### src/rtl/timestamp_capture_multi.sv
// Shared free-running counter with pCHANNELS independent event-capture channels.
// Each channel synchronises its event line, latches the count on a rising edge and holds it until acknowledged.
module timestamp_capture_multi #(
  parameter int pCHANNELS = 4,
  parameter int pWIDTH    = 64,
  parameter int pSYNC     = 2,
  localparam int SELW     = (pCHANNELS > 1) ? $clog2(pCHANNELS) : 1
) (
  input  logic                          iCLKd,
  input  logic                          rstA,
  input  logic                          iEnable,
  input  logic                          iClear,
  input  logic [pCHANNELS-1:0]          iLatch,
  input  logic [pCHANNELS-1:0]          iAck,
  output logic [pWIDTH-1:0]             oCount,
  output logic [pCHANNELS-1:0]          oReady,
  output logic [pCHANNELS-1:0]          oOverrun,
  output logic [pCHANNELS*pWIDTH-1:0]   oData,
  output logic                          oSelValid,
  output logic [SELW-1:0]               oSel,
  output logic [pWIDTH-1:0]             oSelData
);

  typedef enum logic {
    IDLE = 1'b0,
    HELD = 1'b1
  } state_t;

  logic [pWIDTH-1:0]           count_q, count_d;
  logic [pCHANNELS-1:0]        sync_q [pSYNC];
  logic [pCHANNELS-1:0]        sync_d [pSYNC];
  logic [pCHANNELS-1:0]        hist_q, hist_d;
  logic [pCHANNELS-1:0]        overrun_q, overrun_d;
  logic [pCHANNELS*pWIDTH-1:0] data_q, data_d;
  state_t                      state_q [pCHANNELS];
  state_t                      state_d [pCHANNELS];

  logic [pCHANNELS-1:0]        edge_det;
  logic [pCHANNELS-1:0]        ready;
  logic                        sel_valid;
  logic [SELW-1:0]             sel_idx;

  always_ff @(posedge iCLKd or posedge rstA) begin
    if (rstA) begin
      count_q   <= '0;
      hist_q    <= '0;
      overrun_q <= '0;
      data_q    <= '0;
      for (int k = 0; k < pSYNC; k++) sync_q[k] <= '0;
      for (int i = 0; i < pCHANNELS; i++) state_q[i] <= IDLE;
    end else begin
      count_q   <= count_d;
      hist_q    <= hist_d;
      overrun_q <= overrun_d;
      data_q    <= data_d;
      for (int k = 0; k < pSYNC; k++) sync_q[k] <= sync_d[k];
      for (int i = 0; i < pCHANNELS; i++) state_q[i] <= state_d[i];
    end
  end

  // Clear wins over increment; the counter wraps naturally at all-ones.
  always_comb begin
    count_d = count_q;
    if (iClear) begin
      count_d = '0;
    end else if (iEnable) begin
      count_d = count_q + 1'b1;
    end
  end

  always_comb begin
    for (int k = 0; k < pSYNC; k++) sync_d[k] = '0;
    sync_d[0] = iLatch;
    for (int k = 1; k < pSYNC; k++) sync_d[k] = sync_q[k-1];
    hist_d   = sync_q[pSYNC-1];
    edge_det = sync_q[pSYNC-1] & ~hist_q;
  end

  // An edge coinciding with an ack re-arms with the fresh count so no event is dropped.
  always_comb begin
    overrun_d = overrun_q;
    data_d    = data_q;
    for (int i = 0; i < pCHANNELS; i++) state_d[i] = state_q[i];
    for (int i = 0; i < pCHANNELS; i++) begin
      case (state_q[i])
        IDLE: begin
          if (edge_det[i]) begin
            state_d[i]                    = HELD;
            data_d[i*pWIDTH +: pWIDTH]    = count_q;
          end
        end
        HELD: begin
          if (edge_det[i] && iAck[i]) begin
            data_d[i*pWIDTH +: pWIDTH]    = count_q;
            overrun_d[i]                  = 1'b0;
          end else if (edge_det[i]) begin
            overrun_d[i]                  = 1'b1;
          end else if (iAck[i]) begin
            state_d[i]                    = IDLE;
            overrun_d[i]                  = 1'b0;
          end
        end
        default: state_d[i] = IDLE;
      endcase
    end
  end

  always_comb begin
    for (int i = 0; i < pCHANNELS; i++) ready[i] = (state_q[i] == HELD);
  end

  // Lowest-index ready channel wins; scanning downward leaves the smallest index last.
  always_comb begin
    sel_idx   = '0;
    sel_valid = |ready;
    for (int i = pCHANNELS - 1; i >= 0; i--) begin
      if (ready[i]) sel_idx = SELW'(i);
    end
  end

  assign oCount    = count_q;
  assign oReady    = ready;
  assign oOverrun  = overrun_q;
  assign oData     = data_q;
  assign oSelValid = sel_valid;
  assign oSel      = sel_idx;
  assign oSelData  = sel_valid ? data_q[int'(sel_idx)*pWIDTH +: pWIDTH] : '0;

endmodule

### config.mk
export PLATFORM = sky130hd
export DESIGN_NAME = timestamp_capture_multi
export DESIGN_NICKNAME = d
export VERILOG_FILES = /design/src/rtl/timestamp_capture_multi.sv
export SDC_FILE = /design/constraint.sdc
export NUM_CORES = 1
export LEC_CHECK = 0
export CAP_MARGIN = 25
export CORE_UTILIZATION = 40
export DETAILED_ROUTE_END_ITERATION = 12
export PLACE_DENSITY_LB_ADDON = 0.1
export RECOVER_POWER = 100
export REMOVE_ABC_BUFFERS = 1
export SETUP_SLACK_MARGIN = 0.5
export SYNTH_ARGS = -nofsm -noshare
export SYNTH_HDL_FRONTEND = slang
export SYNTH_SLANG_ARGS = --single-unit
### constraint.sdc
create_clock -name iCLKd -period 19.07 [get_ports iCLKd]
set_clock_uncertainty 0.1 [all_clocks]
set_input_delay 3.814 -clock iCLKd [delete_from_list [all_inputs] [get_ports iCLKd]]
set_output_delay 3.814 -clock iCLKd [all_outputs]
set_load 0.01 [all_outputs]
### Yosys cells after proc, flatten, opt, wreduce, memory -nomap -nowiden

Index checks and enable logic that the tools add are counted.

* word-level logic and storage cells: 101
* bits in registers: 340
* output and inout bits: 395

* $add $sub $neg: 1
* reductions and logical operators: 18
* shift-type cells: 1
* bitwise operators: 6
* equality and inequality tests: 8
* multiplexer cells: 51

Operator list (count)
* $mux 64: 11
* $pmux 64 s2: 4
* $shiftx 256x9->64: 1
* $add 64x1->64 const B: 1
* $mux 1: 28
* $reduce_and 2->1: 8
* $reduce_bool 3->1: 4
* $mux 2: 4
* $ne 2x1->1 const B: 4
* $ne 2x2->1 const B: 4
* $pmux 1 s2: 4
* $and 4x4->4: 1
* $logic_and 1x1->1: 4
* $not 1->1: 4
* $not 4->4: 1
* $reduce_or 4->1: 1
* $reduce_bool 2->1: 1

### Logic depth before layout (Yosys ltp)

* word-level depth: 6
* mapped depth: 9
* depth with buffers taken out: 6

### Least setup slack after synthesis

OpenSTA, ideal clock, no wires.

* kind: register to output
* from: register state_q, in the netlist oReady[2]
* to: output oSelData[24]
* buffers on the path: 3
* arrival: 2.310 ns
* cell stages (with the launch flop): 9
* slack: 12.846 ns
* required time: 15.156 ns
* path through: dfrtp_1 -> inv_1 -> a21oi_1 -> or2_2 -> buf_2 -> clkbuf_1 -> clkbuf_1 -> mux4_2 -> and2_1

* longest elaborated chain between the ends: 5
* elaborated cells between the ends (all ways): 6

RTL lines
* start, declared: line 35 `state_t state_q [pCHANNELS];`
* $mux 2 (3 in series): line 117 `if (ready[i]) sel_idx = SELW'(i);`
* $shiftx 256x9->64: line 127 `assign oSelData = sel_valid ? data_q[int'(sel_idx)*pWIDTH +: pWIDTH] : '0;`
* $mux 64 *: line 127
* end, declared: line 21 `output logic [pWIDTH-1:0] oSelData`

Every way passes the cells marked *; elsewhere a longest branch is shown, timed or not.

### Final worst setup path

* from: register state_q, in the netlist oReady[2]
* to: output oSelData[16]

Same word-level chain as after synthesis.

==> metrics.cfg <==
[timing]
fmax_mhz = 91.90
layout_setup_ws_ps = 8189
report.final.slew_viol_count = 712
period_share = 0.5706
setup_viol = 0
slew_headroom = -2.172
hold_violations = 0
rsz0062_at_grt = no
tightest_slew_ps = 4732
finalSetupTns_ps = 0
period_minus_slack_ps = 10880

[clock_network]
cts_root_buf = clkbuf_16
cts_buffers = 38
postCtsSetupBuffers = 0
cts_tree = built
cts-resized-gates = 0
clock_latency_ps = 520
clock-sinks = 340
htree_levels = 2
cts.clk_slew.worst_paths_ps = 50
hold_buffers = 0
clock_path_buffers = 3

[status]
violations = capacitance limit, slew limit
status = finished with violations

[setup_path]
reg2reg_to = oData[231]
cp_max_fo = 33
cp-start-kind = register
r2r_start = oReady[3]
rrSetupSlack_ps = 14420
r2r_cells = 4
endpoint_kind = output pin
critPathRequiredTime_ps = 15160
worst-setup-path-type = reg -> out
critical_path_arrival_ps = 6970

[die]
die_h_um = 197.0
die_x_um = 197.0
start_util = 0.4047
ios = 407
num_rows = 71
die-area_um2 = 38810
core_um2 = 37580

[power_and_ir_drop]
p_total_uw = 1584
power.density_nw_per_um2 = 75.48
max-vdd-ir-drop_v = 0.00005530
p_leak_uw = 0.01046

[grt]
antenna_found_initial = 0
grt.overflow.total = 0
grt_max_degree = 108
gr-usage-all-layers = 0.2206
grt_pass1_wl_um = 66230
grt_pass1_vias = 10830

[yosys]
synthTopCellsByArea = dfrtp_1 (56%), mux2_2 (17%), mux4_2 (9.5%)
synth.distinct_cells = 32
async_flop_share = 1.000
synth_ff_type = dfrtp_1
synth_common_cells = dfrtp_1 (340), mux2_2 (231), nor2_1 (75)
ys_seq_elements = 340
post-synth-top-count-cell = dfrtp_1
netlist_area_um2 = 15210
yosys.area.top_type = dfrtp_1
synth_edf_count = 0
yosys_warnings = 0
syn_inst = 1136
syn_area_per_cell_um2 = 13.39
synth_top_area_frac = 0.5594
yosysSeqAreaShare = 0.5594

[drt]
drt_iter0_drc = 439
drcViolationCount = 0
routed_wl_um = 42470
post_drt_wl_per_cell_um = 20.67
drtAntennaViolNets = 0
vias_per_cell = 5.195
num_vias = 10680
first_pass_iters = 4

[cells_and_area]
nets = 1529
antenna_cells = 0
final_layout_size_suffix_gt1_frac = 0.2364
syn_to_final_growth_pct = 37.98
fill_cells = 3194

[hold_path]
hp-start = sync_d[0]
min_to = hist_d[0]
min_path_cells = 0
min_path_type = reg -> reg

[placed_design]
dp_hpwl_um = 28510
dp_worst_setup_slack_ps = 11870
gp_congestion = 0.7563
io_buffers = 406

[flow_run]
maxCapViolations = 16

==> final cells by class <==
type,count,area [um2],area share
flip-flops and latches,340,8508,0.4054
repair buffers,422,4145,0.1975
clock buffers,61,1241,0.05915
clock inverters,7,60.06,0.002862
multi-input cells,698,6330,0.3016
inverters,16,61.31,0.002922
well taps,511,639.4,0.03047
==> worst max path at each step <==
stage / from / end / slack [ps] / cells past startpoint
2_1_floorplan: rstA / hist_d[0] / 5730 / 1
3_3_place_gp: iEnable / oCount[36] / 11880 / 7
3_5_place_dp: iEnable / oCount[36] / 11870 / 7
4_1_cts: oReady[2] / oSelData[21] / 11450 / 7
5_1_grt: rstA / oData[112] / 7020 / 4
6_report: oReady[2] / oSelData[16] / 8190 / 7
==> layer usage <==
layer  up-vias  GRT usage  routed length [um]
met5         -          0                   0
met4         0    0.03991                 454
met3        36    0.04569                2215
met2       282     0.3591               20480
met1      5580     0.3079               19320
li1       4777          -                   -
==> through the flow <==
stage | area [um2] | cells | util | hold WS [ps]
2_1_floorplan | 14890 | 1054 | - | 231.2
3_3_place_gp | 19730 | 1983 | 0.5250 | 237.5
3_5_place_dp | 19730 | 1983 | 0.5250 | 234.7
4_1_cts | 21030 | 2051 | 0.5596 | 249.7
5_1_grt | 20990 | 2055 | 0.5585 | 263.0
6_report | 20990 | 2055 | 0.5585 | 248.4
==> sequential cells by signal, indices dropped and copies added (netlist names) <==
register,cells
sync_d,4
oOverrun,4
hist_q,4
oCount,64
oReady,4
hist_d,4
oData,256
==> cells by family after synthesis <==
group / after synthesis / share of synthesized area
mux: 296 / 0.2665
xor+xnor: 59 / 0.03398
compound gates: 46 / 0.01571
fa+ha+maj: 1 / 0.0008226
flops: 340 / 0.5594
buf+inv: 98 / 0.02509
simple gates: 296 / 0.09848
==> cells in the final DEF (no fill, tap or decap), drive strengths merged, types with 2 or more instances in the layout <==
cell type,count
nor3,22
nor4,10
or3,8
buf,2
and2,67
nand2b,5
nor2b,2
or4,2
nand3,18
dlygate4sd3,381
mux4,64
and3,9
mux2,231
inv,15
clkbuf,76
or2,3
dfrtp,340
nand4,14
and4,5
clkdlybuf4s50,24
a21oi,12
nand2,55
xnor2,39
nor2,75
o21ai,32
clkinv,6
xor2,20
==> worst max-delay path, cell delays in order (launching register included) <==
cell,delay (ps)
dfrtp_1,440
inv_1,100
a21oi_1,120
or2_0,2140
clkbuf_1,2130
mux4_2,690
and2_1,180
dlygate4sd3_1,640
==> power breakdown <==
part | leakage (uW) | internal (uW) | switching (uW)
sequential | 0.00470 | 729 | 6.28
clock | 0.000651 | 458 | 285
combinational | 0.00511 | 41.3 | 64.6
Note: power is estimated with default switching activity, not from simulation.
